===== config.mk =====
export PLATFORM = sky130hd
export DESIGN_NAME = pulse_train_analyzer
export DESIGN_NICKNAME = d
export VERILOG_FILES = /design/src/rtl/synth_rx_pkg.sv /design/src/rtl/envelope_detector.sv /design/src/rtl/pulse_train_analyzer.sv
export SDC_FILE = /design/constraint.sdc
export NUM_CORES = 1
export LEC_CHECK = 0
export ABC_AREA = 1
export CAP_MARGIN = 20
export CORE_AREA = 8 8 142 144
export CTS_BUF_LIST = sky130_fd_sc_hd__clkbuf_4 sky130_fd_sc_hd__clkbuf_8
export CTS_CLUSTER_SIZE = 25
export DETAILED_ROUTE_END_ITERATION = 8
export DIE_AREA = 0 0 150 152
export PLACE_DENSITY = 0.74
export SLEW_MARGIN = 15
export SYNTH_ARGS = -nofsm -noshare
export SYNTH_HDL_FRONTEND = slang
export SYNTH_HIERARCHICAL = 1
export SYNTH_SLANG_ARGS = --single-unit

===== constraint.sdc =====
create_clock -name CLK -period 2.7 [get_ports CLK]
set_input_delay 0.54 -clock CLK [delete_from_list [all_inputs] [get_ports CLK]]
set_output_delay 0.54 -clock CLK [all_outputs]
set_load 0.02 [all_outputs]

===== src/rtl/synth_rx_pkg.sv =====
// Shared definitions for the synthesizer receive-side analyzer.
// Holds the analyzer FSM state type, datapath widths and the offset-binary
// midscale value that represents a zero-amplitude sample.
package synth_rx_pkg;

  localparam int SAMPLE_W = 12;
  localparam int CYC_W    = 24;
  localparam int TIMP_W   = 10;
  localparam int TPER_W   = 13;
  localparam int NIMP_W   = 5;

  localparam logic [SAMPLE_W-1:0] MIDSCALE = 12'd2048;

  typedef enum logic [1:0] {
    IDLE,
    IN_PULSE,
    IN_GAP
  } rx_state_e;

endpackage


===== src/rtl/envelope_detector.sv =====
// Envelope detector: registers the incoming offset-binary sample, takes its
// distance from midscale and compares it against THRESHOLD.
//   clk           : system clock
//   rst_n         : asynchronous active-low reset
//   sample        : offset-binary sample, MIDSCALE = zero
//   sample_active : combinational activity flag of the registered sample
//   active        : sample_active delayed by one more register stage
module envelope_detector
  import synth_rx_pkg::*;
#(
  parameter int THRESHOLD = 256
) (
  input  logic                clk,
  input  logic                rst_n,
  input  logic [SAMPLE_W-1:0] sample,
  output logic                sample_active,
  output logic                active
);

  logic [SAMPLE_W-1:0] sample_q;
  logic [SAMPLE_W-1:0] abs_val;

  // The input register resets to midscale so that a freshly reset analyzer
  // does not see a full-scale (active) sample on its first edge.
  always_ff @(posedge clk or negedge rst_n) begin
    if (!rst_n) begin
      sample_q <= MIDSCALE;
      active   <= 1'b0;
    end else begin
      sample_q <= sample;
      active   <= sample_active;
    end
  end

  // Sample 0 maps to 2048, which still fits in SAMPLE_W bits.
  always_comb begin
    abs_val       = (sample_q >= MIDSCALE) ? (sample_q - MIDSCALE) : (MIDSCALE - sample_q);
    sample_active = (abs_val > SAMPLE_W'(THRESHOLD));
  end

endmodule


===== src/rtl/pulse_train_analyzer.sv =====
// Pulse train analyzer: recovers impulse width, start-to-start period and
// impulse count of a burst from the synthesizer's sample stream.
//   CLK, RESET     : clock, asynchronous active-low reset
//   ENABLE         : low aborts any measurement in progress
//   SAMPLE         : 12-bit offset-binary sample
//   ACTIVE         : registered envelope
//   IMP_VALID      : strobe with IMP_WIDTH_CYC / IMP_WIDTH_US
//   PER_VALID      : strobe with PER_CYC / PER_US
//   BURST_DONE     : strobe with NUM_OF_IMP
//   OVERFLOW       : sticky cycle-counter saturation flag
module pulse_train_analyzer
  import synth_rx_pkg::*;
#(
  parameter int CLK_PER_US  = 500,
  parameter int THRESHOLD   = 256,
  parameter int GAP_SAMPLES = 64,
  parameter int BURST_GAP   = 4096
) (
  input  logic                CLK,
  input  logic                RESET,
  input  logic                ENABLE,
  input  logic [SAMPLE_W-1:0] SAMPLE,
  output logic                ACTIVE,
  output logic                IMP_VALID,
  output logic [CYC_W-1:0]    IMP_WIDTH_CYC,
  output logic [TIMP_W-1:0]   IMP_WIDTH_US,
  output logic                PER_VALID,
  output logic [CYC_W-1:0]    PER_CYC,
  output logic [TPER_W-1:0]   PER_US,
  output logic                BURST_DONE,
  output logic [NIMP_W-1:0]   NUM_OF_IMP,
  output logic                OVERFLOW
);

  localparam int PRE_W   = (CLK_PER_US > 1) ? $clog2(CLK_PER_US) : 1;
  localparam int QUIET_W = $clog2(BURST_GAP + 1);

  localparam logic [CYC_W-1:0]   CYC_MAX   = '1;
  localparam logic [TPER_W-1:0]  US_MAX    = '1;
  localparam logic [TIMP_W-1:0]  TIMP_MAX  = '1;
  localparam logic [NIMP_W-1:0]  NIMP_MAX  = '1;
  localparam logic [PRE_W-1:0]   PRE_LAST  = PRE_W'(CLK_PER_US - 1);
  localparam logic [PRE_W-1:0]   PRE_START = (CLK_PER_US > 1) ? PRE_W'(1) : '0;
  localparam logic [TPER_W-1:0]  US_START  = (CLK_PER_US > 1) ? '0 : TPER_W'(1);
  localparam logic [QUIET_W-1:0] GAP_END   = QUIET_W'(GAP_SAMPLES);
  localparam logic [QUIET_W-1:0] BURST_END = QUIET_W'(BURST_GAP);

  rx_state_e state, state_d;

  logic                sample_active;
  logic                cyc_sat;
  logic [CYC_W-1:0]    cyc_cnt, cyc_cnt_d, cyc_inc;
  logic [PRE_W-1:0]    pre_cnt, pre_cnt_d, pre_inc;
  logic [TPER_W-1:0]   us_cnt, us_cnt_d, us_inc;
  logic [QUIET_W-1:0]  quiet_cnt, quiet_cnt_d, quiet_inc;
  logic [NIMP_W-1:0]   imp_cnt, imp_cnt_d;
  logic [CYC_W-1:0]    last_width, last_width_d;
  logic [TPER_W-1:0]   last_us, last_us_d;

  logic                imp_valid_d, per_valid_d, burst_done_d, overflow_d;
  logic [CYC_W-1:0]    imp_width_cyc_d, per_cyc_d;
  logic [TIMP_W-1:0]   imp_width_us_d;
  logic [TPER_W-1:0]   per_us_d;
  logic [NIMP_W-1:0]   num_of_imp_d;

  envelope_detector #(
    .THRESHOLD (THRESHOLD)
  ) u_envelope (
    .clk           (CLK),
    .rst_n         (RESET),
    .sample        (SAMPLE),
    .sample_active (sample_active),
    .active        (ACTIVE)
  );

  // cyc_cnt holds (current sample index - S + 1); pre_cnt/us_cnt track the
  // same quantity split into whole microseconds plus remainder, so no divider
  // is needed. Everything freezes once the cycle counter saturates.
  always_comb begin
    cyc_sat   = (cyc_cnt == CYC_MAX);
    cyc_inc   = cyc_sat ? cyc_cnt : cyc_cnt + 1'b1;
    pre_inc   = pre_cnt;
    us_inc    = us_cnt;
    quiet_inc = quiet_cnt + 1'b1;
    if (!cyc_sat) begin
      if (pre_cnt == PRE_LAST) begin
        pre_inc = '0;
        if (us_cnt != US_MAX) us_inc = us_cnt + 1'b1;
      end else begin
        pre_inc = pre_cnt + 1'b1;
      end
    end
  end

  // The FSM acts on the registered sample (one edge before ACTIVE), so its
  // strobes line up with ACTIVE rather than lagging it by a cycle.
  always_comb begin
    state_d         = state;
    cyc_cnt_d       = cyc_cnt;
    pre_cnt_d       = pre_cnt;
    us_cnt_d        = us_cnt;
    quiet_cnt_d     = quiet_cnt;
    imp_cnt_d       = imp_cnt;
    last_width_d    = last_width;
    last_us_d       = last_us;
    imp_valid_d     = 1'b0;
    per_valid_d     = 1'b0;
    burst_done_d    = 1'b0;
    imp_width_cyc_d = IMP_WIDTH_CYC;
    imp_width_us_d  = IMP_WIDTH_US;
    per_cyc_d       = PER_CYC;
    per_us_d        = PER_US;
    num_of_imp_d    = NUM_OF_IMP;
    overflow_d      = OVERFLOW;

    if (!ENABLE) begin
      state_d      = IDLE;
      cyc_cnt_d    = '0;
      pre_cnt_d    = '0;
      us_cnt_d     = '0;
      quiet_cnt_d  = '0;
      imp_cnt_d    = '0;
      last_width_d = '0;
      last_us_d    = '0;
      overflow_d   = 1'b0;
    end else begin
      if (state != IDLE && cyc_sat) overflow_d = 1'b1;
      unique case (state)
        IDLE: begin
          if (sample_active) begin
            state_d      = IN_PULSE;
            cyc_cnt_d    = CYC_W'(1);
            pre_cnt_d    = PRE_START;
            us_cnt_d     = US_START;
            quiet_cnt_d  = '0;
            imp_cnt_d    = NIMP_W'(1);
            last_width_d = CYC_W'(1);
            last_us_d    = US_START;
          end
        end
        IN_PULSE: begin
          cyc_cnt_d = cyc_inc;
          pre_cnt_d = pre_inc;
          us_cnt_d  = us_inc;
          if (sample_active) begin
            quiet_cnt_d  = '0;
            last_width_d = cyc_inc;
            last_us_d    = us_inc;
          end else begin
            quiet_cnt_d = quiet_inc;
            if (quiet_inc == GAP_END) begin
              state_d         = IN_GAP;
              imp_valid_d     = 1'b1;
              imp_width_cyc_d = last_width;
              imp_width_us_d  = (last_us > TPER_W'(TIMP_MAX)) ? TIMP_MAX : last_us[TIMP_W-1:0];
            end
          end
        end
        IN_GAP: begin
          if (sample_active) begin
            // Before restarting, cyc_cnt still equals S2 - S.
            state_d      = IN_PULSE;
            per_valid_d  = 1'b1;
            per_cyc_d    = cyc_cnt;
            per_us_d     = us_cnt;
            cyc_cnt_d    = CYC_W'(1);
            pre_cnt_d    = PRE_START;
            us_cnt_d     = US_START;
            quiet_cnt_d  = '0;
            imp_cnt_d    = (imp_cnt == NIMP_MAX) ? imp_cnt : imp_cnt + 1'b1;
            last_width_d = CYC_W'(1);
            last_us_d    = US_START;
          end else begin
            cyc_cnt_d   = cyc_inc;
            pre_cnt_d   = pre_inc;
            us_cnt_d    = us_inc;
            quiet_cnt_d = quiet_inc;
            if (quiet_inc == BURST_END) begin
              state_d      = IDLE;
              burst_done_d = 1'b1;
              num_of_imp_d = imp_cnt;
            end
          end
        end
        default: state_d = IDLE;
      endcase
    end
  end

  // State register.
  always_ff @(posedge CLK or negedge RESET) begin
    if (!RESET) state <= IDLE;
    else        state <= state_d;
  end

  // Counters and registered outputs.
  always_ff @(posedge CLK or negedge RESET) begin
    if (!RESET) begin
      cyc_cnt       <= '0;
      pre_cnt       <= '0;
      us_cnt        <= '0;
      quiet_cnt     <= '0;
      imp_cnt       <= '0;
      last_width    <= '0;
      last_us       <= '0;
      IMP_VALID     <= 1'b0;
      IMP_WIDTH_CYC <= '0;
      IMP_WIDTH_US  <= '0;
      PER_VALID     <= 1'b0;
      PER_CYC       <= '0;
      PER_US        <= '0;
      BURST_DONE    <= 1'b0;
      NUM_OF_IMP    <= '0;
      OVERFLOW      <= 1'b0;
    end else begin
      cyc_cnt       <= cyc_cnt_d;
      pre_cnt       <= pre_cnt_d;
      us_cnt        <= us_cnt_d;
      quiet_cnt     <= quiet_cnt_d;
      imp_cnt       <= imp_cnt_d;
      last_width    <= last_width_d;
      last_us       <= last_us_d;
      IMP_VALID     <= imp_valid_d;
      IMP_WIDTH_CYC <= imp_width_cyc_d;
      IMP_WIDTH_US  <= imp_width_us_d;
      PER_VALID     <= per_valid_d;
      PER_CYC       <= per_cyc_d;
      PER_US        <= per_us_d;
      BURST_DONE    <= burst_done_d;
      NUM_OF_IMP    <= num_of_imp_d;
      OVERFLOW      <= overflow_d;
    end
  end

endmodule


==> results of run 1 <==
-- sequential cells by signal, summed over array words and instances, names as in the netlist, 13 cells and up --
signal and flops:
IMP_WIDTH_CYC 24, PER_CYC 24, cyc_cnt 24, last_width 24, PER_US 13, last_us 13, quiet_cnt 13, us_cnt 13
-- how the worst max path moves through the flow --
| stage | startpoint | to | slack, ps | cells past startpoint |
|---|---|---|---|---|
| after floorplan | u_envelope/sample_q[11] | pre_cnt[7] | 570 | 13 |
| after global placement | ENABLE | pre_cnt[1] | 230 | 7 |
| after detailed placement | ENABLE | pre_cnt[1] | 150 | 7 |
| after CTS | cyc_cnt[0] | us_cnt[0] | 480 | 10 |
| after global routing | cyc_cnt[0] | cyc_cnt[7] | 210 | 12 |
| final | cyc_cnt[0] | us_cnt[0] | 440 | 10 |
-- stage by stage --
stage	worst slack [ps]	power, uW	util	cells	cell area (um2)
2_1_floorplan	572.3	3657	-	1096	9243
3_3_place_gp	225.9	4018	0.5940	1414	10560
3_5_place_dp	152.4	4039	0.5940	1414	10560
4_1_cts	475.4	6165	0.6192	1446	11010
5_1_grt	213.9	6388	0.6192	1446	11010
6_report	436.7	6122	0.6192	1446	11010
-- area by class of cell --
class                      count  area share
timing repair buffer         123      0.1104
sequential                   196      0.4456
multi-input combinational    721      0.3279
tap                          229     0.02603
inverter                     145     0.04944
clock buffer                  19     0.02262
clock inverter                13     0.01807
-- layer usage --
layer	GRT usage	wire, um	up-vias
met1	0.2794	10250	3647
met5	0	0	-
met2	0.3064	10150	231
met3	0.03920	1409	32
met4	0.06619	414	0
li1	-	-	3759
-- report_power, final --
part           total (uW)  switching [uW]  internal (uW)
registers            3070            63.2           3000
clock network        2140            1090           1050
logic                 920             652            267
-- worst max-delay path, stage by stage, from the launching register on --
cell and delay (ps):
sky130_fd_sc_hd__dfrtp_1 450, sky130_fd_sc_hd__ha_1 210, sky130_fd_sc_hd__nand3_1 110, sky130_fd_sc_hd__inv_1 110
sky130_fd_sc_hd__nand2_1 110, sky130_fd_sc_hd__nor2_1 200, sky130_fd_sc_hd__nand2_2 160, sky130_fd_sc_hd__buf_4 220
sky130_fd_sc_hd__nand3_1 200, sky130_fd_sc_hd__xor2_1 270, sky130_fd_sc_hd__o22ai_1 100
-- cells by family after synthesis --
kind of cell | share of synthesized area
and+or+nand+nor | 0.2337
DFF | 0.5308
AOI/OAI and AO/OA | 0.1193
buffers and inverters | 0.07865
xor gates and xnor gates | 0.02274
adders and majority gates | 0.01489
-- layout by cell type, fill, tap and decap left out, types with 21 or more instances in the layout --
master	netlist	layout
sky130_fd_sc_hd__nand2_1	301	301
sky130_fd_sc_hd__dfrtp_1	195	195
sky130_fd_sc_hd__inv_1	132	132
sky130_fd_sc_hd__o21ai_0	94	94
sky130_fd_sc_hd__clkdlybuf4s50_1	0	94
sky130_fd_sc_hd__nand3_1	61	61
sky130_fd_sc_hd__nor2_1	56	56
sky130_fd_sc_hd__o22ai_1	37	37
sky130_fd_sc_hd__xor2_1	24	24
sky130_fd_sc_hd__buf_4	0	24
sky130_fd_sc_hd__o21ai_1	21	21
==> impl_results.md, run 1 <==
- Clock tree from TritonCTS: built
- Most common cell in the synthesized netlist: sky130_fd_sc_hd__nand2_1
- Fraction of the yosys area taken by sequential cells: 0.5308
- Library cell with the largest summed area after synthesis: sky130_fd_sc_hd__dfrtp_1
- Chip width: approximately 150 um
- Synth top cells by count: sky130_fd_sc_hd__nand2_1, sky130_fd_sc_hd__dfrtp_1, sky130_fd_sc_hd__inv_1, sky130_fd_sc_hd__o21ai_0, sky130_fd_sc_hd__nand3_1
- Capture point of the worst reg-to-reg path: us_cnt[0]
- CTS hold repair buffers: 0
- Number of antenna diodes: 0
- Post-layout min period: 2263 ps
- Average cell area after synthesis: 8.433 um2
- Number of buffers created by CTS: 17
- Synth top area share: 0.5280
- Transition at the pin with the smallest max-transition slack: roughly 670 ps
- Synthesized net count: between 1000 and 1500
- Via count: about 7700
- Multi-input gate area in the final layout: about 3600 um2
- Detailed-route vias per instance: about 5.3
- DRT antenna net count: 0
- Clock sink count: 196
- Type of the worst setup path: reg -> reg
- Hold Path Class: in -> async
- Placement row count: 49
- Number of antenna violations at the first check in global routing: 0
- Residual overflow from global routing: 0
- WL final: between 20000 and 25000 um
- Wire length per cell after detailed routing: approximately 15 um
- Ratio of cells with drive above 1 in the final layout: 0.1085
- Number of enable flip-flop cells after synthesis: 0
- Leakage power: roughly 0.005 uW
- Unrepaired setup endpoints after global routing: no
- DRC errors left: 0
- Synth-to-Final Area Change: 19.11%
- GRT Resource Usage Total: 0.2002
- Slew Limit Fails: 0
- Capturing element type of the critical path: flop
- Seq cells post-synth: just under 200
- Largest net degree at the start of global routing: between 80 and 90
- Synthesis Warnings: 6
- Distinct cells, synth: 40
- Number of resized instances in the post-cts repair step: 0
- Max-Cap Viols: 0
- Hold Worst Slack: a little over 80 ps
- Count of final hold-check violations: 0
- Fraction of synthesis flops using an asynchronous set or reset pin: 1.000
- Count of boundary I/O pins: 96
- Total Negative Setup Slacks: 0 ps
- Die Ht: 152 um
- Top cells by area in the synthesized netlist: sky130_fd_sc_hd__dfrtp_1, sky130_fd_sc_hd__nand2_1, sky130_fd_sc_hd__inv_1
- Core Region: about 18000 um2
- Period utilization: 0.8383
- CP max FO: 9
- Setup slack, reg-to-reg: roughly 440 ps
- Number of buffer cells added on primary ports: between 90 and 100
- Fillers: between 1500 and 2000
- Req. time, crit path: approximately 3100 ps
- Number of buffers inserted by post-CTS setup repair: 0
- DIE AREA: roughly 23000 um2
- Final HPWL from detailed placement: 16160 um
- Dominant register cell in the synthesized netlist: sky130_fd_sc_hd__dfrtp_1
- Total Nets Final: approximately 1200
- Result of the run: completed
- Number of DRC markers after the initial detailed-route iteration: between 700 and 800
- Starting utilization of the core area: 0.5198
- FF/Latch Area: 4906 um2
- Maximum clock frequency: roughly 440 MHz
- Worst skew pair latency: 480 ps
- Max Buffers Root-to-Sink: 2
- Post-CTS clock slew at the launch and capture registers of the worst setup and hold paths: ~100 ps
- Pre-Repair DR Iteration Count: 5
- Number of H-tree branching levels: 4
- Critical Path AT: about 2600 ps
- Worst reg2reg path depth: 10
- Library cell used as clock root buffer: sky130_fd_sc_hd__clkbuf_8
- Post-Synthesis Cells: 1096
- Clock Skew: around 11 ps
- Area of the mapped netlist: around 9000 um2
- Startpoint of the worst register-to-register path: cyc_cnt[0]
- Areal power density over the cells: 556.1 nW/um2
- Category of the worst setup path launch point: flop
- Number of setup violations in the final report: 0
- First-pass GRT wire length: around 37000 um
- Largest voltage drop on the vdd net: between 0.0003 and 0.0004 V
- Remaining max-slew budget at the tightest pin: 0.5550
- Vias in the first global route: 7345
- Routability-driven placement congestion ratio: roughly 0.94
Note: power is estimated with default switching activity, not from simulation.
==> inputs of run 2 (changes only) <==
==> constraint.sdc (replaced) <==
create_clock -name CLK -period 2.15 [get_ports CLK]
set_input_delay 0.43 -clock CLK [delete_from_list [all_inputs] [get_ports CLK]]
set_output_delay 0.43 -clock CLK [all_outputs]
set_load 0.02 [all_outputs]
==> impl_results.md, run 2 (synthesis results as in run 1) <==
- Result of the run: completed
- Placement row count: 49 (unchanged)
- First-pass GRT wire length: 38130 um (+3.3%)
- Maximum clock frequency: 484.5 MHz (+9.7%)
- Vias in the first global route: 7622 (+3.8%)
- Chip width: 150 um (unchanged)
- Commonest non-fill, non-tap cells in the layout: sky130_fd_sc_hd__nand2_1, sky130_fd_sc_hd__dfrtp_1, sky130_fd_sc_hd__inv_1
- Capturing element type of the critical path: flop
- Areal power density over the cells: 662.6 nW/um2 (+19%)
- Startpoint of the worst register-to-register path: state[0]
- CP max FO: 6 (-3)
- Clock sink count: 196 (unchanged)
- Max Buffers Root-to-Sink: 2 (unchanged)
- Post-placement cell area: 10930 um2 (+3.5%)
- Starting utilization of the core area: 0.5198 (unchanged)
- Ratio of cells with drive above 1 in the final layout: 0.1499 (+0.04142)
- Residual overflow from global routing: 0 (unchanged)
- Pre-Repair DR Iteration Count: 5 (unchanged)
- Largest voltage drop on the vdd net: 0.0004723 V (+45%)
- Post-CTS clock slew at the launch and capture registers of the worst setup and hold paths: 100 ps (about the same)
- Max incr delay on CP: 470 ps (+20 ps)
- Buffers & Inverters on Critical Path: 3 (+1)
- Synth-to-Final Area Change: 24.50%
- Worst reg2reg path depth: 10 (unchanged)
- Depth of the worst hold-timing path: 1
- WL final: 23290 um (+4.8%)
- Req. time, crit path: 2560 ps (-500 ps)
- Number of H-tree branching levels: 4 (unchanged)
- Count of boundary I/O pins: 96 (unchanged)
- Final HPWL from detailed placement: 16840 um (+4.2%)
- Ordered list of cells on the worst path: inv_1 -> ha_1 -> nor2_1 -> buf_4 -> a211oi_4 -> nand2_2 -> a21oi_4 -> buf_4 -> nand3_1 -> o21ai_0
- Hold Path Class: in -> reg
- Slew Limit Fails: 0 (unchanged)
- Slack of the critical path: 86.12 ps (-350.5 ps)
- Most common library cell in the layout ignoring fill and taps: sky130_fd_sc_hd__nand2_1
- Kind of cell adding the most delay to the critical path: flip-flops
- Routability-driven placement congestion ratio: 0.9525 (+1.5%)
- Post-route cell area: 11510 um2 (+4.5%)
- Hold wc startpoint: SAMPLE[11]
- Number of DRC markers after the initial detailed-route iteration: 701 (-0.28%)
- Critical Path AT: 2470 ps (-150 ps)
- Capture point of the worst reg-to-reg path: pre_cnt[5]
- Library cell contributing the largest single delay on the critical path: sky130_fd_sc_hd__dfrtp_1
- DIE AREA: 22800 um2 (unchanged)
- Clock Skew: 14.21 ps (+3.356 ps)
- Number of antenna diodes: 0 (unchanged)
- DRT antenna net count: 0 (unchanged)
- GRT Resource Usage Total: 0.2060 (+0.005820)
- DRC errors left: 0 (unchanged)
- Wire length per cell after detailed routing: 15.63 um (+1.7%)
- Number of buffer cells added on primary ports: 95 (unchanged)
- Core Region: 17780 um2 (unchanged)
- Clock tree from TritonCTS: built
- Count of final hold-check violations: 0 (unchanged)
- Die Ht: 152 um (unchanged)
- Worst Setup Slack post-DPL: -113.9 ps (-266.3 ps)
- Setup slack, reg-to-reg: 90 ps (-350 ps)
- Category of the worst setup path launch point: flop
- Total Negative Setup Slacks: 0 ps (unchanged)
- Cell occurring most often along the worst timing path: sky130_fd_sc_hd__buf_4
- Total Nets Final: 1274 (+3.6%)
- Max-Cap Viols: 0 (unchanged)
- Worst Hold Endpoint: u_envelope/sample_q[11]
- Largest net degree at the start of global routing: 61 (-27%)
- Library cell used as clock root buffer: sky130_fd_sc_hd__clkbuf_8
- Transition at the pin with the smallest max-transition slack: 607.1 ps (-60.36 ps)
- Worst skew pair latency: 480 ps (about the same)
- Post-layout min period: 2064 ps (-199.5 ps)
- Period utilization: 0.9599 (+0.1217)
- Number of antenna violations at the first check in global routing: 0 (unchanged)
- Unrepaired setup endpoints after global routing: yes
- Leakage power: 0.005300 uW (+5.1%)
- Number of buffers created by CTS: 17 (unchanged)
- Number of setup violations in the final report: 0 (unchanged)
- Type of the worst setup path: reg -> reg
- Detailed-route vias per instance: 5.238 (-1.2%)
- Via count: 7805 (+1.8%)
- Remaining max-slew budget at the tightest pin: 0.5910 (+0.03597)
==> run 2: how the worst max path moves through the flow <==
stage,startpoint,to,slack (ps),cells past startpoint
finish,state[0],pre_cnt[5],90,10
global route,u_envelope/sample_q[3],pre_cnt[1],-20,13
global placement,ENABLE,pre_cnt[6],-30,8
CTS,u_envelope/sample_q[11],pre_cnt[1],10,11
detailed placement,ENABLE,pre_cnt[6],-110,8
floorplan,u_envelope/sample_q[11],pre_cnt[7],20,13
==> run 2: worst reg2reg max path, delay by kind of cell, from the launching register on <==
kind                       cells  cell delay [ps]
DFF                            1              470
buffers and inverters          3              450
AOI/OAI and AO/OA              3              440
and+or+nand+nor                3              340
adders and majority gates      1              290
==> run 2: report_power, final <==
group | internal, uW | switching (uW) | total (uW)
Sequential | 3770 | 66.4 | 3840
Clock | 1040 | 1310 | 2360
Combinational | 512 | 918 | 1430
Total | 5330 | 2300 | 7620
==> run 2: metal layers <==
metal	up-vias	GRT usage	part of all wire
li1	3837	-	-
met1	3704	0.2841	0.46
met2	231	0.3227	0.46
met3	33	0.03623	0.059
met4	0	0.06667	0.016
met5	-	0	0
==> run 2: what timing repair did <==
item / in CTS / in global routing
resized for setup: 3 / 26
hold buffers: 1 / 0
endpoints found under the setup margin: 2 / 117
pin swaps: 0 / 3
setup buffers: 0 / 2
gates cloned: 0 / 2
hold endpoints to repair: 35 / 0
==> run 2: metrics by stage <==
step	hold slack [ps]	total power, uW	std cells	utilization
2_1_floorplan	134.4	4592	1096	-
3_5_place_dp	380.8	5261	1453	0.6147
4_1_cts	335.8	7628	1486	0.6379
6_report	356.3	7625	1490	0.6472
3_3_place_gp	381.5	5236	1453	0.6147
5_1_grt	355.7	7958	1490	0.6472
==> run 2: area by class of cell <==
| type | instances | area (um2) |
|---|---|---|
| inverter | 145 | 546.8 |
| clock inverter | 11 | 100.1 |
| fill | 1497 | 6272 |
| sequential | 196 | 4906 |
| multi-input combinational | 721 | 3706 |
| timing repair buffer | 167 | 1673 |
| clock buffer | 21 | 289.0 |
| tap | 229 | 286.5 |
==> inputs of run 3 (changes only) <==
--- a/config.mk
+++ b/config.mk
@@ -7,11 +7,11 @@
 export LEC_CHECK = 0
 export ABC_AREA = 1
 export CAP_MARGIN = 20
-export CORE_AREA = 8 8 142 144
+export CORE_AREA = 2 2 136 138
 export CTS_BUF_LIST = sky130_fd_sc_hd__clkbuf_4 sky130_fd_sc_hd__clkbuf_8
 export CTS_CLUSTER_SIZE = 25
 export DETAILED_ROUTE_END_ITERATION = 8
-export DIE_AREA = 0 0 150 152
+export DIE_AREA = 0 0 138 140
 export PLACE_DENSITY = 0.74
 export SLEW_MARGIN = 15
 export SYNTH_ARGS = -nofsm -noshare
==> impl_results.md, run 3 (synthesis results as in run 1) <==
- Result of the run: finished with violations
- Number of buffers created by CTS: 17 (unchanged)
- Post-CTS clock slew at the launch and capture registers of the worst setup and hold paths: 100 ps (about the same)
- Vias in the first global route: 7440 (-2.4%)
- Areal power density over the cells: 654.7 nW/um2 (-1.2%)
- Uppermost layer routed: met4
- Clock sink count: 196 (unchanged)
- Sequential power share: 0.504 (about the same)
- WL final: 22960 um (-1.4%)
- Worst skew pair latency: 480 ps (about the same)
- Met3 Routed Length: 1340 um (-3.1%)
- Detailed-route vias per instance: 5.267 (+0.54%)
- Leakage power: 0.005333 uW (+0.61%)
- GRT Resource Usage Total: 0.2374 (+0.03130)
- Starting utilization of the core area: 0.5198 (unchanged)
- Routability-driven placement congestion ratio: 0.9307 (-2.3%)
- Post-layout min period: 2047 ps (-17.12 ps)
- Via count: 7842 (+0.47%)
- Clock network fraction of total power: 0.312 (+0.003)
- Chip width: 138 um (-8.0%)
- First-pass GRT wire length: 37270 um (-2.2%)
- Switching Fraction: 0.3061 (+0.004727)
- Internal power of the cells: 5285 uW (-0.78%)
- DIE AREA: 19320 um2 (-15%)
- Logic gate share of total power: 0.184 (-0.004)
- Setup slack, reg-to-reg: 100 ps (+20 ps)
- Clock Skew: 10.60 ps (-3.605 ps)
- Transition at the pin with the smallest max-transition slack: 610.0 ps (+2.841 ps)
- Number of buffer cells added on primary ports: 95 (unchanged)
- Largest voltage drop on the vdd net: 0.0004545 V (-3.8%)
- Count of final hold-check violations: 10 (+10)
- Residual overflow from global routing: 0 (unchanged)
- Post-placement cell area: 10870 um2 (-0.53%)
- Total Nets Final: 1273 (-0.078%)
- Clock tree from TritonCTS: built
- Library cell used as clock root buffer: sky130_fd_sc_hd__clkbuf_8
- Capturing element type of the critical path: flop
- Pre-Repair DR Iteration Count: 5 (unchanged)
- Hold Path Class: in -> async
- Unrepaired setup endpoints after global routing: yes
- Number of DRC markers after the initial detailed-route iteration: 617 (-12%)
- Maximum clock frequency: 488.6 MHz (+0.84%)
- CTS hold repair buffers: 0 (-1)
- Hold Worst Slack: -31.32 ps (-387.6 ps)
- Number of antenna diodes: 0 (unchanged)
- Reported net switching power: 2331 uW (+1.5%)
- DRT antenna net count: 0 (unchanged)
- Number of setup violations in the final report: 0 (unchanged)
- Max Buffers Root-to-Sink: 2 (unchanged)
- Final HPWL from detailed placement: 15970 um (-5.2%)
- Post-layout util: 0.6543 (+0.007108)
- Count of boundary I/O pins: 96 (unchanged)
- DRC errors left: 0 (unchanged)
- Remaining max-slew budget at the tightest pin: 0.5891 (-0.001914)
- Number of H-tree branching levels: 4 (unchanged)
- Wire length per cell after detailed routing: 15.42 um (-1.4%)
- CP max FO: 5 (-1)
- Largest net degree at the start of global routing: 112 (+84%)
- WL met1: 10600 um (-1.3%)
- Total Negative Setup Slacks: 0 ps (unchanged)
- Fillers: 1455 (-2.8%)
- Capture point of the worst reg-to-reg path: us_cnt[1]
- Slew Limit Fails: 0 (unchanged)
- Startpoint of the worst register-to-register path: us_cnt[0]
- Most common library cell in the layout ignoring fill and taps: sky130_fd_sc_hd__nand2_1
- Core Region: 17780 um2 (unchanged)
- Fin cells: 1489 (-0.067%)
- Period utilization: 0.9520 (-0.007964)
- Type of the worst setup path: reg -> reg
- Ratio of cells with drive above 1 in the final layout: 0.1611 (+0.01123)
- Max-Cap Viols: 0 (unchanged)
- Die Ht: 140 um (-7.9%)
- Commonest non-fill, non-tap cells in the layout: sky130_fd_sc_hd__nand2_1, sky130_fd_sc_hd__dfrtp_1, sky130_fd_sc_hd__inv_1
- Worst reg2reg path depth: 9 (-1)
- Number of antenna violations at the first check in global routing: 0 (unchanged)
- Inst Count DP: 1447 (-0.41%)
- Category of the worst setup path launch point: flop
- Placement row count: 49 (unchanged)
- Violations in the final reports: negative hold slack
- Synth-to-Final Area Change: 25.87%
- Critical Path AT: 2400 ps (-70 ps)
- Req. time, crit path: 2500 ps (-60 ps)
- Post-route cell area: 11630 um2 (+1.1%)
- Routed met2 length: 10670 um (-1.0%)
-- run 3: cell count changes in the layout (fill, tap and decap cells not counted), sizes merged --
cell	before	now
clkinvlp	2	4
clkbuf	24	25
inv	146	149
clkinv	7	3
buf	69	66
nand2	315	316
dlygate4sd3	1	0
-- run 3: area by class of cell --
type	instances	area, um2	share of cell area
clock buffer	20	269.0	0.02312
multi-input combinational	722	3809	0.3274
sequential	196	4907	0.4218
clock inverter	12	117.6	0.01011
timing repair buffer	165	1695	0.1457
inverter	145	549.3	0.04721
tap	229	286.5	0.02463
-- run 3: power groups by stage --
stage	logic (uW)	clock network (uW)	registers (uW)
final	1400	2370	3840
after floorplan	673	0	3920
after global routing	1550	2560	3850
after CTS	1360	2410	3830
after detailed placement	1360	0	3900
after global placement	1330	0	3900
-- run 3: per-stage QoR --
stage / worst slack, ps / total power, uW
floorplan: 22.34 / 4592
finish: 103.2 / 7617
CTS: 7.849 / 7605
global placement: -92.57 / 5235
global route: -36.33 / 7962
detailed placement: -127.1 / 5262
-- run 3: worst max-delay path, cell delays in order, from the launching register on --
cell	delay (ps)
sky130_fd_sc_hd__dfrtp_2	470
sky130_fd_sc_hd__ha_1	250
sky130_fd_sc_hd__nand2_1	100
sky130_fd_sc_hd__inv_1	70
sky130_fd_sc_hd__nand4_1	170
sky130_fd_sc_hd__nor2_1	90
sky130_fd_sc_hd__nand2_1	130
sky130_fd_sc_hd__nand3_2	180
sky130_fd_sc_hd__o21ai_0	340
sky130_fd_sc_hd__o22ai_1	120
-- run 3: how the worst max path moves through the flow --
stage / cells after the start / to / start / slack [ps]
2_1_floorplan: 13 / pre_cnt[7] / u_envelope/sample_q[11] / 20
3_3_place_gp: 10 / pre_cnt[7] / ENABLE / -90
3_5_place_dp: 8 / pre_cnt[6] / ENABLE / -130
4_1_cts: 13 / IMP_WIDTH_CYC[10] / quiet_cnt[0] / 8
5_1_grt: 15 / IMP_WIDTH_US[9] / quiet_cnt[1] / -40
6_report: 9 / us_cnt[1] / us_cnt[0] / 100
-- run 3: per-layer routing --
layer	track usage	vias to the layer above
met3	0.04444	30
li1	-	3836
met1	0.3445	3730
met4	0.06928	0
met5	0	-
met2	0.3679	246
-- run 3: timing repair --
item / 4_1_cts / 5_1_grt
cloned: 0 / 6
endpoints found under the setup margin: 1 / 111
resized for setup: 1 / 50
setup buffers: 0 / 4
pin swaps: 0 / 8
